[src/rtl/switch_pkg.sv]
`default_nettype none
// ============================================================================
//  Module      : switch_pkg
//  Description : Parameters shared by the switch egress blocks: the metadata
//                word width, the metadata queue depth and the width of the
//                overflow (drop) counter.
//  Revision    : 1.0 - initial release
// ============================================================================
package switch_pkg;
  localparam int META_WIDTH      = 32;
  localparam int META_FIFO_DEPTH = 16;
  localparam int DROP_CNT_WIDTH  = 16;
endpackage : switch_pkg
`default_nettype wire

[src/rtl/fifo_ram.sv]
`default_nettype none
// ============================================================================
//  Module      : fifo_ram
//  Description : Simple dual-port storage array. One synchronous write port
//                and one asynchronous (combinational) read port. Contents are
//                not reset.
//  Ports       : clk      - system clock
//                wr_en    - write strobe
//                wr_addr  - write address
//                wr_data  - write data
//                rd_addr  - read address
//                rd_data  - read data (combinational from rd_addr)
//  Revision    : 1.0 - initial release
// ============================================================================
module fifo_ram #(
  parameter int WIDTH = 32,
  parameter int DEPTH = 16,
  parameter int AW    = $clog2(DEPTH)
) (
  input  logic             clk,
  input  logic             wr_en,
  input  logic [AW-1:0]    wr_addr,
  input  logic [WIDTH-1:0] wr_data,
  input  logic [AW-1:0]    rd_addr,
  output logic [WIDTH-1:0] rd_data
);

  logic [WIDTH-1:0] r_mem [DEPTH];

  always_ff @(posedge clk) begin
    if (wr_en) begin
      r_mem[wr_addr] <= wr_data;
    end
  end

  assign rd_data = r_mem[rd_addr];

endmodule : fifo_ram
`default_nettype wire

[src/rtl/meta_out_fifo.sv]
`default_nettype none
// ============================================================================
//  Module      : meta_out_fifo
//  Description : Egress metadata queue. Captures one result word per push
//                strobe into a circular buffer and presents the oldest word
//                to software, which pops it with a one-cycle ack. Pushes that
//                arrive while full (with no simultaneous pop) are discarded
//                and optionally counted.
//  Options     : META_FIFO_DROP_CNT_EN - when defined, drop_count counts
//                discarded pushes (saturating at all-ones, cleared by reset
//                or flush). When undefined, drop_count is tied to 0.
//  Ports       : clk            - system clock (rising edge)
//                reset          - synchronous active-high reset
//                fifo_in        - word from the egress validator
//                fifo_in_en     - push strobe
//                flush          - synchronous clear of queue and drop count
//                fifo_out       - head word, 0 when empty
//                fifo_out_valid - queue not empty
//                fifo_out_ack   - pop strobe
//                fifo_count     - current occupancy
//                fifo_full      - occupancy equals DEPTH
//                drop_count     - overflow counter
//  Revision    : 1.0 - initial release
// ============================================================================
module meta_out_fifo
  import switch_pkg::*;
#(
  parameter int WIDTH = META_WIDTH,
  parameter int DEPTH = META_FIFO_DEPTH
) (
  input  logic                      clk,
  input  logic                      reset,
  input  logic [WIDTH-1:0]          fifo_in,
  input  logic                      fifo_in_en,
  input  logic                      flush,
  output logic [WIDTH-1:0]          fifo_out,
  output logic                      fifo_out_valid,
  input  logic                      fifo_out_ack,
  output logic [$clog2(DEPTH):0]    fifo_count,
  output logic                      fifo_full,
  output logic [DROP_CNT_WIDTH-1:0] drop_count
);

  localparam int AW = $clog2(DEPTH);
  localparam int CW = AW + 1;

  logic [AW-1:0]    r_wr_ptr;
  logic [AW-1:0]    r_rd_ptr;
  logic [CW-1:0]    r_count;
  logic [WIDTH-1:0] w_rd_data;
  logic             w_empty;
  logic             w_full;
  logic             w_pop;
  logic             w_push;
  logic             w_wr_en;

  assign w_empty = (r_count == '0);
  assign w_full  = (r_count == CW'(DEPTH));

  // A pop frees a slot in the same cycle, so a push into a full queue is
  // still accepted when it coincides with a pop.
  assign w_pop   = fifo_out_ack & ~w_empty;
  assign w_push  = fifo_in_en & (~w_full | w_pop);

  // Reset and flush override everything, including the memory write.
  assign w_wr_en = w_push & ~flush & ~reset;

  fifo_ram #(
    .WIDTH (WIDTH),
    .DEPTH (DEPTH),
    .AW    (AW)
  ) u_ram (
    .clk     (clk),
    .wr_en   (w_wr_en),
    .wr_addr (r_wr_ptr),
    .wr_data (fifo_in),
    .rd_addr (r_rd_ptr),
    .rd_data (w_rd_data)
  );

  always_ff @(posedge clk) begin
    if (reset || flush) begin
      r_wr_ptr <= '0;
      r_rd_ptr <= '0;
      r_count  <= '0;
    end else begin
      if (w_push) begin
        r_wr_ptr <= r_wr_ptr + AW'(1);
      end
      if (w_pop) begin
        r_rd_ptr <= r_rd_ptr + AW'(1);
      end
      if (w_push && !w_pop) begin
        r_count <= r_count + CW'(1);
      end else if (w_pop && !w_push) begin
        r_count <= r_count - CW'(1);
      end
    end
  end

`ifdef META_FIFO_DROP_CNT_EN
  logic                      w_drop;
  logic [DROP_CNT_WIDTH-1:0] r_drop_count;

  assign w_drop = fifo_in_en & w_full & ~w_pop;

  always_ff @(posedge clk) begin
    if (reset || flush) begin
      r_drop_count <= '0;
    end else if (w_drop && (r_drop_count != '1)) begin
      r_drop_count <= r_drop_count + DROP_CNT_WIDTH'(1);
    end
  end

  assign drop_count = r_drop_count;
`else
  assign drop_count = '0;
`endif

  assign fifo_out       = w_empty ? '0 : w_rd_data;
  assign fifo_out_valid = ~w_empty;
  assign fifo_count     = r_count;
  assign fifo_full      = w_full;

endmodule : meta_out_fifo
`default_nettype wire

[config.mk]
export PLATFORM = sky130hd
export DESIGN_NAME = meta_out_fifo
export DESIGN_NICKNAME = d
export VERILOG_FILES = /design/src/rtl/switch_pkg.sv /design/src/rtl/fifo_ram.sv /design/src/rtl/meta_out_fifo.sv
export SDC_FILE = /design/constraint.sdc
export NUM_CORES = 1
export LEC_CHECK = 0
export ABC_AREA = 1
export CORE_MARGIN = 2
export CORE_UTILIZATION = 40
export CTS_CLUSTER_DIAMETER = 30
export DETAILED_ROUTE_END_ITERATION = 16
export HOLD_SLACK_MARGIN = 0.06
export PLACE_DENSITY = 0.53
export SLEW_MARGIN = 10
export SYNTH_ARGS = -nofsm -noshare
export SYNTH_HDL_FRONTEND = slang
export SYNTH_SLANG_ARGS = --single-unit
[constraint.sdc]
create_clock -name clk -period 8.8 [get_ports clk]
set_input_delay 1.32 -clock clk [delete_from_list [all_inputs] [get_ports clk]]
set_output_delay 1.32 -clock clk [all_outputs]
set_load 0.05 [all_outputs]
Word level (Yosys, flattened, before mapping)
Memories as Yosys holds them, arrays and structs flattened. A register that Yosys moved wholly into a read port is not among the register bits.
Cells that the tools add are included.
- register bits: 13
- latch bits: 0
- RAM bits: 512
- ROM bits: 0
- bits of input ports: 37
- output and inout bits: 55
- word-level logic and storage cells: 32
- memories: 1
- memories (name ; words ; width ; read ports ; clocked after memory_dff ; write ports ; RTL line ; source):
    u_ram.r_mem ; 16 ; 32 ; 1 ; 1 ; 1 ; fifo_ram.sv:28 ; logic [WIDTH-1:0] r_mem [DEPTH];
- add/subtract/negate cells: 4
- multiply operators: 0
- div/mod/pow operators: 0
- $lt $le $gt $ge: 0
- equal/unequal tests: 1
- shift-type cells: 0
- multiplexer cells: 7
- bitwise logic cells: 9
- reductions and logical operators: 7
- operator list (kind ; count):
    $mux W32 ; 1
    $mux W5 ; 2
    $add A4 B1 Y4 const B ; 2
    $mux W4 ; 2
    $add A5 B1 Y5 const B ; 1
    $eq A5 B5 Y1 const B ; 1
    $logic_not A5 Y1 ; 1
    $sub A5 B1 Y5 const B ; 1
    $and A1 B1 Y1 ; 4
    $not A1 Y1 ; 4
    $logic_and A1 B1 Y1 ; 2
    $logic_not A1 Y1 ; 2
    $mux W1 ; 2
    $reduce_bool A2 Y1 ; 1
    $logic_or A1 B1 Y1 ; 1
    $or A1 B1 Y1 ; 1

Depth between registers and ports, before layout
Gate-level depths: netlist of the first run.
- word-level depth: 9
- depth in mapped cells: 14
- gate-level depth less buffers: 14

Cells and area by module
Synthesis of the first run repeated with hierarchy kept, for this count alone.
- cells, all modules: 2281
- area, all modules: 23266.1 um^2
- modules (own cells, without submodules) (module ; times used ; cells each ; area each (um^2) ; seq. area each (um^2)):
    fifo_ram ; 1 ; 2088 ; 22089.9 ; 15374.7
    meta_out_fifo ; 1 ; 193 ; 1176.1 ; 260.2

Worst setup path before layout of the first run
Ideal clock, no wire load.
- path type: input to register
- start: input port flush
- end: memory u_ram.r_mem[0][0], enable pin
- setup time: 0.421 ns
- arrival time: 3.402 ns
- data required time: 8.379 ns
- setup slack: 4.977 ns
- stages on the path: 5
- path buffers: 0
- cells stage by stage: nor2_1 inv_1 nor2_1 nand2_1 nor2_1
- longest elaborated chain between the ends: 5
- RTL lines (what ; RTL line ; source):
    from (decl) ; meta_out_fifo.sv:35 ; input logic flush,
    $not A1 Y1 ; meta_out_fifo.sv:66 ; assign w_wr_en = w_push & ~flush & ~reset;
    $and A1 B1 Y1 (2 in a row) ; meta_out_fifo.sv:66 ;
    $mux W1 ; fifo_ram.sv:31 ; if (wr_en) begin
    $mux W1 (implied by the code) ; fifo_ram.sv:32 ; r_mem[wr_addr] <= wr_data;
    to (decl) ; fifo_ram.sv:28 ;
Every way passes these cells.

==> flow_metrics.py, run 1 <==
metrics = {
    "clocking": {
        "cts_inserted_buffers": 108,
        "clk_pin_slew_ns": 0.05,
        "clock_latency_ns": 0.65,
        "cts_resized": 0,
        "cts-root-buf": "clkbuf_16",
        "postCtsSetupBuffers": 0,
        "cts.hold.buffers_added": 0,
        "clock-sinks": 529,
        "htreeDepth": 3,
        "cts.path.max_buffers": 3,
        "tritoncts": "yes",
    },
    "job": {
        "drv_cap": 0,
    },
    "floorplan": {
        "dieArea_sq_um": 56040,
        "die_w_um": 236.7,
        "start_util": 0.4034,
        "die_y_um": 236.7,
        "pin_count": 92,
        "row_count": 85,
        "core_area_sq_um": 53710,
    },
    "yosys": {
        "ys_top_cells_by_area": "edfxtp_1 (71%), nand2_1 (12%), nand3_1 (9.0%)",
        "yosys.area_share.adder": 0.006122,
        "syn_inst": 1829,
        "synth_compound_area_frac": 0.01178,
        "synth_top_area_share": 0.7097,
        "yosysUniqueCellTypes": 25,
        "yosysWarnings": 0,
        "synth-seq-cells": 529,
        "ys_seq_area_frac": 0.7254,
        "synthSimpleGateAreaFrac": 0.2116,
        "synth_mux_area_frac": 0,
        "synth_top_family_by_area": "simple AND/OR/NAND/NOR gates",
        "ys.flop_type": "edfxtp_1",
        "synth_edf_count": 512,
        "synth_area_sq_um": 21660,
        "synth_most_common_cell": "nand2_1",
        "async_reset_ff_frac": 0,
        "synth_top_cell_by_area": "edfxtp_1",
        "synthXorXnorAreaFrac": 0.002426,
        "syn_area_per_cell_sq_um": 11.84,
        "synth_commonest_cells": "nand2_1 (668), edfxtp_1 (512), nand3_1 (390)",
    },
    "finish": {
        "final_core_util": 0.4945,
        "final_area_sq_um": 26560,
        "antennaDiodeCount": 0,
        "multi_input_area_sq_um": 5204,
        "fill_cells": 4612,
        "post_route_cells_drive_above_1_share": 0.1097,
        "fin_nets": 1979,
        "syn_to_final_growth_pct": 22.60,
        "regArea_sq_um": 15730,
    },
    "detailed_routing": {
        "top_layer_used": "met4",
        "postRouteAntennaNets": 0,
        "wl_met1_mm": 24.80,
        "dr_wl_met2_mm": 27.77,
        "vias": 14070,
        "met3_wirelength_mm": 2.955,
        "drt_iter0_drc": 1136,
        "vias_per_cell": 5.174,
        "routed_wl_mm": 56.71,
        "avgRoutedWirePerCell_um": 20.85,
        "drc": 0,
        "drt_pass1_iterations": 5,
    },
    "grt": {
        "track_usage": 0.2043,
        "antenna_found_initial": 0,
        "grt_pass1_wl_mm": 85.39,
        "grt_max_degree": 136,
        "grt_pass1_vias": 13930,
        "grt_overflow_total": 0,
    },
    "setup_path": {
        "reg2reg_depth": 7,
        "cp.arrival_ns": 4.50,
        "slowest_delay_ns": 0.87,
        "rrSetupSlack_ns": 5.92,
        "critPathLaunchType": "register",
        "end_kind": "primary output",
        "cp_max_fo": 73,
        "critPathBufInv": 3,
        "cpMostUsedCell": "nand2_1",
        "worstReg2RegEnd": "u_ram.r_mem[12][15]",
        "reg2reg_from": "fifo_count[0]",
        "slowest_stage": "clkdlybuf4s50_1",
        "crit_type": "register to primary output",
        "crit_family": "buffers and inverters",
        "crit_chain": "buf_4 > buf_4 > nand2_1 > nand3_1 > nand3_1 > nand2_1 > nand2_1 > a21oi_1 > clkdlybuf4s50_1",
        "worstPathRequired_ns": 7.48,
    },
    "place": {
        "placed_area_sq_um": 22850,
        "place_ws_ns": 3.623,
        "port_buffers": 75,
        "hpwl_mm": 26.13,
        "gp_congestion": 0.7596,
    },
    "timing": {
        "setup_viol": 0,
        "final.min_clock_period_ns": 5.816,
        "max_freq_mhz": 171.9,
        "grt_setup_unrepaired": "false",
        "tns_ns": 0,
        "clock_skew_ns": 0.01970,
        "hold_viol": 0,
        "final.period_utilization": 0.6609,
        "worst_slack_ns": 2.984,
        "worst_pin_slew_ns": 1.154,
        "maxSlewViolCount": 0,
        "timing.slew.headroom": 0.2304,
    },
    "run_status": {
        "outcome": "completed",
    },
    "pwr": {
        "swShare": 0.2453,
        "power_frac_seq": 0.369,
        "internal-power_w": 0.005727,
        "p_per_area_nw_per_um2": 285.7,
        "p_comb_frac": 0.093,
        "leakage_nw": 9.629,
        "clkPwrFrac": 0.538,
        "peakVddDrop_uv": 154.6,
        "switchingPower_w": 0.001862,
    },
    "hold_path": {
        "holdPathStages": 2,
        "hp-start": "r_rd_ptr[2]",
        "hold_path.class": "register to register",
    },
}
worst max path at each step:
stage,startpoint,depth (start not counted),slack [ns],endpoint
final,register,9,2.98,fifo_out[26]
after global routing,register,9,2.74,fifo_out[26]
after CTS,register,9,2.94,fifo_out[26]
after detailed placement,register,9,3.62,fifo_out[26]
after global placement,register,9,3.66,fifo_out[26]
after floorplan,flush,5,4.98,u_ram.r_mem[0][0]
cell type report:
cell class,count,area share
Multi-Input combinational cell,1172,0.1959
Clock buffer,116,0.1037
Inverter,19,0.002968
Tap cell,696,0.03279
Clock inverter,86,0.03609
Sequential cell,529,0.5922
Timing Repair Buffer,102,0.03637
power by group through the flow:
| stage | clock [W] | sequential (W) | combinational, W |
|---|---|---|---|
| floorplan | 0 | 0.00284 | 0.000485 |
| global placement | 0 | 0.00285 | 0.000706 |
| detailed placement | 0 | 0.00285 | 0.000708 |
| CTS | 0.00414 | 0.00280 | 0.000711 |
| global route | 0.00427 | 0.00280 | 0.000763 |
| finish | 0.00408 | 0.00280 | 0.000704 |
per-stage QoR:
stage	hold WS, ns	total power [W]	cells
floorplan	0.4468	0.003329	1844
global placement	0.4601	0.003551	2518
detailed placement	0.4729	0.003554	2518
CTS	0.4746	0.007647	2720
global route	0.5209	0.007831	2720
finish	0.4690	0.007589	2720
sequential cells by signal, summed over array words and instances, names as in the netlist, named ones only:
| name | cells |
|---|---|
| fifo_count | 5 |
| r_rd_ptr | 4 |
| r_wr_ptr | 4 |
| u_ram.r_mem | 512 |
placed cells by master, fill, tap and decap left out, drive strengths merged, types with 17 or more instances in the layout:
cell           netlist  layout
a21oi               44      44
buf                104      27
bufinv               0      17
clkbuf              20     116
clkdlybuf4s50        0      75
clkinv               0      55
dfxtp               17      17
edfxtp             512     512
inv                 19      25
nand2              668     668
nand3              390     390
nor2                28      28
cell families after synthesis:
group / after synthesis
buf+inv: 143
simple gates: 1089
compound gates: 51
xor+xnor: 6
fa+ha+maj: 10
flops: 529
other cells: 1
tightest hold or removal path, delay by kind of cell (launching register included):
family                 cells  cell delay, ns
buffers and inverters      1            0.05
AO/OA/AOI/OAI              1            0.07
flip-flops                 1            0.32
per-layer routing:
| layer | global-route usage | vias up |
|---|---|---|
| met1 | 0.2724 | 6937 |
| met3 | 0.03544 | 93 |
| met4 | 0.06981 | 0 |
| met2 | 0.3391 | 427 |
| li1 | - | 6617 |
| met5 | 0 | - |
(Power assumes the default switching activity.)
==> run 2, diff against run 1 <==
--- a/config.mk
+++ b/config.mk
@@ -11,7 +11,7 @@
 export CTS_CLUSTER_DIAMETER = 30
 export DETAILED_ROUTE_END_ITERATION = 16
 export HOLD_SLACK_MARGIN = 0.06
-export PLACE_DENSITY = 0.53
+export PLACE_DENSITY = 0.56
 export SLEW_MARGIN = 10
 export SYNTH_ARGS = -nofsm -noshare
 export SYNTH_HDL_FRONTEND = slang
==> constraint.sdc (replaced) <==
create_clock -name clk -period 4.68 [get_ports clk]
set_input_delay 0.702 -clock clk [delete_from_list [all_inputs] [get_ports clk]]
set_output_delay 0.702 -clock clk [all_outputs]
set_load 0.05 [all_outputs]
==> flow_metrics.py, run 2 (synthesis gave the netlist of run 1 again) <==
metrics = {
    "timing": {
        "grt_setup_unrepaired": "false",
        "hold_viol": 0,
        "maxSlewViolCount": 0,
        "setup_viol": 0,
        "tns_ns": 0,
        "timing.slew.headroom": 0.2847,
        "final.period_utilization": 0.9064,
        "worst_slack_ns": 0.4383,
        "worst_pin_slew_ns": 1.073,
        "final.min_clock_period_ns": 4.242,
        "clock_skew_ns": 0.02069,
        "max_freq_mhz": 235.8,
    },
    "pwr": {
        "peakVddDrop_uv": 306.8,
        "leakage_nw": 9.750,
        "p_per_area_nw_per_um2": 529.2,
    },
    "clocking": {
        "clk_pin_slew_ns": 0.05,
        "postCtsSetupBuffers": 0,
        "tritoncts": "yes",
        "cts_inserted_buffers": 111,
        "clock_latency_ns": 0.63,
        "htreeDepth": 3,
        "cts-root-buf": "clkbuf_16",
        "cts.hold.buffers_added": 0,
        "cts.path.max_buffers": 3,
        "cts_resized": 0,
        "clock-sinks": 529,
    },
    "place": {
        "port_buffers": 75,
        "hpwl_mm": 27.22,
        "place_ws_ns": 1.203,
        "gp_congestion": 0.7527,
    },
    "setup_path": {
        "critPathBufInv": 2,
        "crit_family": "buffers and inverters",
        "cp_max_fo": 64,
        "reg2reg_depth": 7,
        "critPathLaunchType": "register",
        "cpMostUsedCell": "nand2_1",
        "slowest_stage": "clkdlybuf4s50_1",
        "crit_type": "register to primary output",
        "end_kind": "primary output",
        "cp.arrival_ns": 3.54,
        "crit_chain": "buf_4 > nand3_1 > nand2_1 > nand2_1 > a21oi_1 > clkdlybuf4s50_1",
        "slowest_delay_ns": 0.90,
        "worstPathRequired_ns": 3.98,
        "cp.depth": 6,
    },
    "job": {
        "drv_cap": 0,
    },
    "floorplan": {
        "die_y_um": 236.7,
        "dieArea_sq_um": 56040,
        "core_area_sq_um": 53710,
        "row_count": 85,
        "start_util": 0.4034,
        "die_w_um": 236.7,
        "pin_count": 92,
    },
    "finish": {
        "fin_nets": 1996,
        "syn_to_final_growth_pct": 23.65,
        "regMostFlops": "u_ram.r_mem",
        "post_route_cells_drive_above_1_share": 0.1210,
        "largest_register_ffs": 512,
        "final_common_cell": "nand2_1",
        "final_cell_mix": "nand2_1 (668), edfxtp_1 (512), nand3_1 (390), clkbuf_16 (114), clkdlybuf4s50_1 (75)",
    },
    "grt": {
        "antenna_found_initial": 2,
        "grt_overflow_total": 0,
        "grt_pass1_wl_mm": 85.68,
        "track_usage": 0.2030,
        "grt_pass1_vias": 14530,
        "grt_max_degree": 139,
    },
    "detailed_routing": {
        "postRouteAntennaNets": 0,
        "routed_wl_mm": 56.38,
        "vias": 14170,
        "drt_pass1_iterations": 7,
        "vias_per_cell": 5.173,
        "drt_iter0_drc": 1076,
        "drc": 0,
        "avgRoutedWirePerCell_um": 20.58,
    },
    "hold_path": {
        "holdPathStages": 2,
        "hold_path.class": "register to register",
    },
    "run_status": {
        "outcome": "completed",
    },
}
## run 2: cell types whose count changed in the layout (fill, tap and decap cells not counted), moves of 2 or more
cell	delta
clkinv_1	-9
clkbuf_1	+2
buf_4	+2
clkinv_2	+12
clkbuf_8	+3
clkbuf_16	+5
clkinv_16	-2
inv_6	-2
buf_12	+12
bufinv_16	-5
## run 2: through the flow
| stage | total power (W) | utilization | cell area, sq um | cells | hold slack (ns) |
|---|---|---|---|---|---|
| finish | 0.01418 | 0.4988 | 26790 | 2739 | 0.4950 |
| global route | 0.01465 | 0.4988 | 26790 | 2739 | 0.5180 |
| CTS | 0.01428 | 0.4987 | 26780 | 2738 | 0.4938 |
| detailed placement | 0.006701 | 0.4301 | 23100 | 2532 | 0.4871 |
| global placement | 0.006691 | 0.4301 | 23100 | 2532 | 0.4846 |
| floorplan | 0.006260 | - | 21720 | 1844 | 0.4468 |
## run 2: path summary, 6_finish.rpt
kind                         endpoint  slack, ns          start
setup / recovery          fifo_out[2]       0.44       register
hold / removal            r_wr_ptr[3]       0.50    r_wr_ptr[3]
setup reg to reg  u_ram.r_mem[10][26]       2.07  fifo_count[0]
hold reg to reg           r_wr_ptr[3]       0.50    r_wr_ptr[3]
## run 2: worst min-delay path, cell delays in order, from the launching register on
cell	delay [ns]
dfxtp_1	0.32
nand2_1	0.07
a21oi_1	0.05
## run 2: per-layer routing
metal	global-route usage	vias to the layer above	part of all wire
met4	0.07691	2	0.024
met1	0.2656	6931	0.44
li1	-	6661	-
met5	0	-	0.00028
met2	0.3351	476	0.48
met3	0.04045	100	0.062
## run 2: report_power, final
part | switching, W | internal, W | total [W]
clock | 0.00246 | 0.00510 | 0.00756
combinational | 0.000989 | 0.000375 | 0.00136
sequential | 0.0000186 | 0.00523 | 0.00525
total | 0.00347 | 0.0107 | 0.0142
## run 2: area by class of cell
type                    count  area, sq um
diodes                      1        2.502
well taps                 696        870.8
flip-flops and latches    529        15730
fillers                  4581        26920
clock buffers             126         2928
multi-input cells        1172         5204
repair buffers            116         1221
inverters                  19        78.83
clock inverters            80        757.0
==> run 3, diff against run 2 <==
--- a/config.mk
+++ b/config.mk
@@ -6,12 +6,14 @@
 export NUM_CORES = 1
 export LEC_CHECK = 0
 export ABC_AREA = 1
+export CELL_PAD_IN_SITES_DETAIL_PLACEMENT = 1
+export CELL_PAD_IN_SITES_GLOBAL_PLACEMENT = 2
 export CORE_MARGIN = 2
-export CORE_UTILIZATION = 40
+export CORE_UTILIZATION = 38
 export CTS_CLUSTER_DIAMETER = 30
 export DETAILED_ROUTE_END_ITERATION = 16
 export HOLD_SLACK_MARGIN = 0.06
-export PLACE_DENSITY = 0.56
+export PLACE_DENSITY = 0.73
 export SLEW_MARGIN = 10
 export SYNTH_ARGS = -nofsm -noshare
 export SYNTH_HDL_FRONTEND = slang
==> flow_metrics.py, run 3 (synthesis gave the netlist of run 1 again) <==
metrics = {
    "timing": {
        "grt_setup_unrepaired": "false",
        "setup_viol": 0,
        "timing.slew.headroom": 0.3191,
        "tns_ns": 0,
        "hold_viol": 0,
        "final.min_clock_period_ns": 4.462,
        "worst_pin_slew_ns": 1.021,
        "maxSlewViolCount": 0,
        "final.period_utilization": 0.9535,
        "max_freq_mhz": 224.1,
        "clock_skew_ns": 0.02153,
    },
    "setup_path": {
        "reg2reg_from": "fifo_count[0]",
        "cp.arrival_ns": 3.76,
        "worstPathRequired_ns": 3.98,
        "end_kind": "primary output",
        "crit_type": "register to primary output",
        "worstReg2RegEnd": "u_ram.r_mem[7][22]",
        "reg2reg_depth": 7,
        "cp_max_fo": 52,
        "rrSetupSlack_ns": 1.93,
        "critPathLaunchType": "register",
    },
    "grt": {
        "grt_overflow_total": 0,
        "met3_usage": 0.03284,
        "busiest_layer": "met2",
        "grt_max_degree": 129,
        "track_usage": 0.2126,
        "antenna_found_initial": 0,
        "grt_pass1_wl_mm": 95.07,
        "use_met2": 0.3634,
        "grt_use_met1": 0.2757,
        "grt_pass1_vias": 15660,
    },
    "finish": {
        "syn_to_final_growth_pct": 25.53,
        "stdcell_count": 2810,
        "post_route_cells_drive_above_1_share": 0.1232,
        "largest_register_ffs": 512,
        "antennaDiodeCount": 0,
        "final_common_cell": "nand2_1",
        "fin_nets": 2002,
        "fill_cells": 5896,
        "regMostFlops": "u_ram.r_mem",
        "final_cell_mix": "nand2_1 (668), edfxtp_1 (512), nand3_1 (390), clkbuf_16 (115), clkdlybuf4s50_1 (75)",
    },
    "clocking": {
        "cts_resized": 0,
        "clock-sinks": 529,
        "cts.path.max_buffers": 3,
        "tritoncts": "yes",
        "clock_latency_ns": 0.66,
        "postCtsSetupBuffers": 0,
        "htreeDepth": 3,
        "cts_inserted_buffers": 114,
        "cts-root-buf": "clkbuf_16",
        "clk_pin_slew_ns": 0.04,
        "cts.hold.buffers_added": 0,
    },
    "place": {
        "hpwl_mm": 32.07,
        "gp_congestion": 0.7299,
        "numPlacedInstances": 2595,
        "port_buffers": 75,
    },
    "detailed_routing": {
        "avgRoutedWirePerCell_um": 22.21,
        "drt_pass1_iterations": 5,
        "vias": 14540,
        "drc": 0,
        "drt_iter0_drc": 997,
        "vias_per_cell": 5.176,
        "routed_wl_mm": 62.41,
        "postRouteAntennaNets": 0,
    },
    "pwr": {
        "p_per_area_nw_per_um2": 538.3,
        "peakVddDrop_uv": 283.0,
        "leakage_nw": 9.857,
    },
    "floorplan": {
        "row_count": 87,
        "dieArea_sq_um": 58930,
        "die_w_um": 242.8,
        "die_y_um": 242.8,
        "pin_count": 92,
        "core_area_sq_um": 56390,
        "start_util": 0.3842,
    },
    "hold_path": {
        "holdPathStages": 2,
        "hp-start": "r_rd_ptr[2]",
        "hold_path.class": "register to register",
    },
    "run_status": {
        "outcome": "completed",
    },
    "job": {
        "drv_cap": 0,
    },
}
## run 3: changes by cell type in the layout (fill, tap and decap cells not counted), moves of 3 or more
cell,previous run,this run
buf_12,13,20
buf_4,28,24
bufinv_16,12,15
clkbuf_1,9,17
clkinv_2,32,21
clkinv_8,1,4
clkinvlp_4,9,12
## run 3: where the power goes
part | switching (W) | leakage (nW) | internal, W
logic | 0.00100 | 3.23 | 0.000381
registers | 0.0000294 | 4.75 | 0.00523
clock network | 0.00263 | 1.88 | 0.00536
## run 3: through the flow
| stage | cell area, sq um | util | hold slack (ns) | total power (W) | setup slack, ns |
|---|---|---|---|---|---|
| 2_1_floorplan | 21720 | - | 0.4468 | 0.006260 | 1.475 |
| 3_3_place_gp | 23290 | 0.4130 | 0.4584 | 0.006712 | 0.9811 |
| 3_5_place_dp | 23290 | 0.4130 | 0.4716 | 0.006734 | 0.9188 |
| 4_1_cts | 27190 | 0.4823 | 0.4839 | 0.01477 | 0.1986 |
| 5_1_grt | 27190 | 0.4823 | 0.5000 | 0.01507 | 0.08304 |
| 6_report | 27190 | 0.4823 | 0.4787 | 0.01464 | 0.2177 |
## run 3: critical path, stage by stage (launching register included)
cell and delay, ns:
dfxtp_4 0.53, inv_6 0.47, buf_4 0.38, nand2_1 0.09
nand3_1 0.10, nand3_1 0.11, nand2_1 0.08, nand2_1 0.05
a21oi_1 0.37, clkdlybuf4s50_1 0.89
## run 3: final cells by class
type	instances	area [sq um]	share of cell area
sequential	529	15730	0.5784
tap	756	945.9	0.03478
inverter	19	78.83	0.002899
timing repair buffer	119	1331	0.04896
clock buffer	135	2983	0.1097
clock inverter	80	923.4	0.03396
multi-input combinational	1172	5204	0.1914
## run 3: worst max-delay path by stage
stage	from	end	slack, ns	cells after the start
after global placement	register	fifo_out[28]	0.98	9
after floorplan	flush	u_ram.r_mem[0][0]	1.48	5
final	register	fifo_out[4]	0.22	9
after global routing	register	fifo_out[4]	0.08	9
after CTS	register	fifo_out[29]	0.20	9
after detailed placement	register	fifo_out[29]	0.92	9
## run 3: layer usage
metal / part of all wire / vias up
met5: 0 / -
met4: 0.022 / 0
met3: 0.037 / 101
met2: 0.50 / 321
met1: 0.44 / 7453
li1: - / 6669
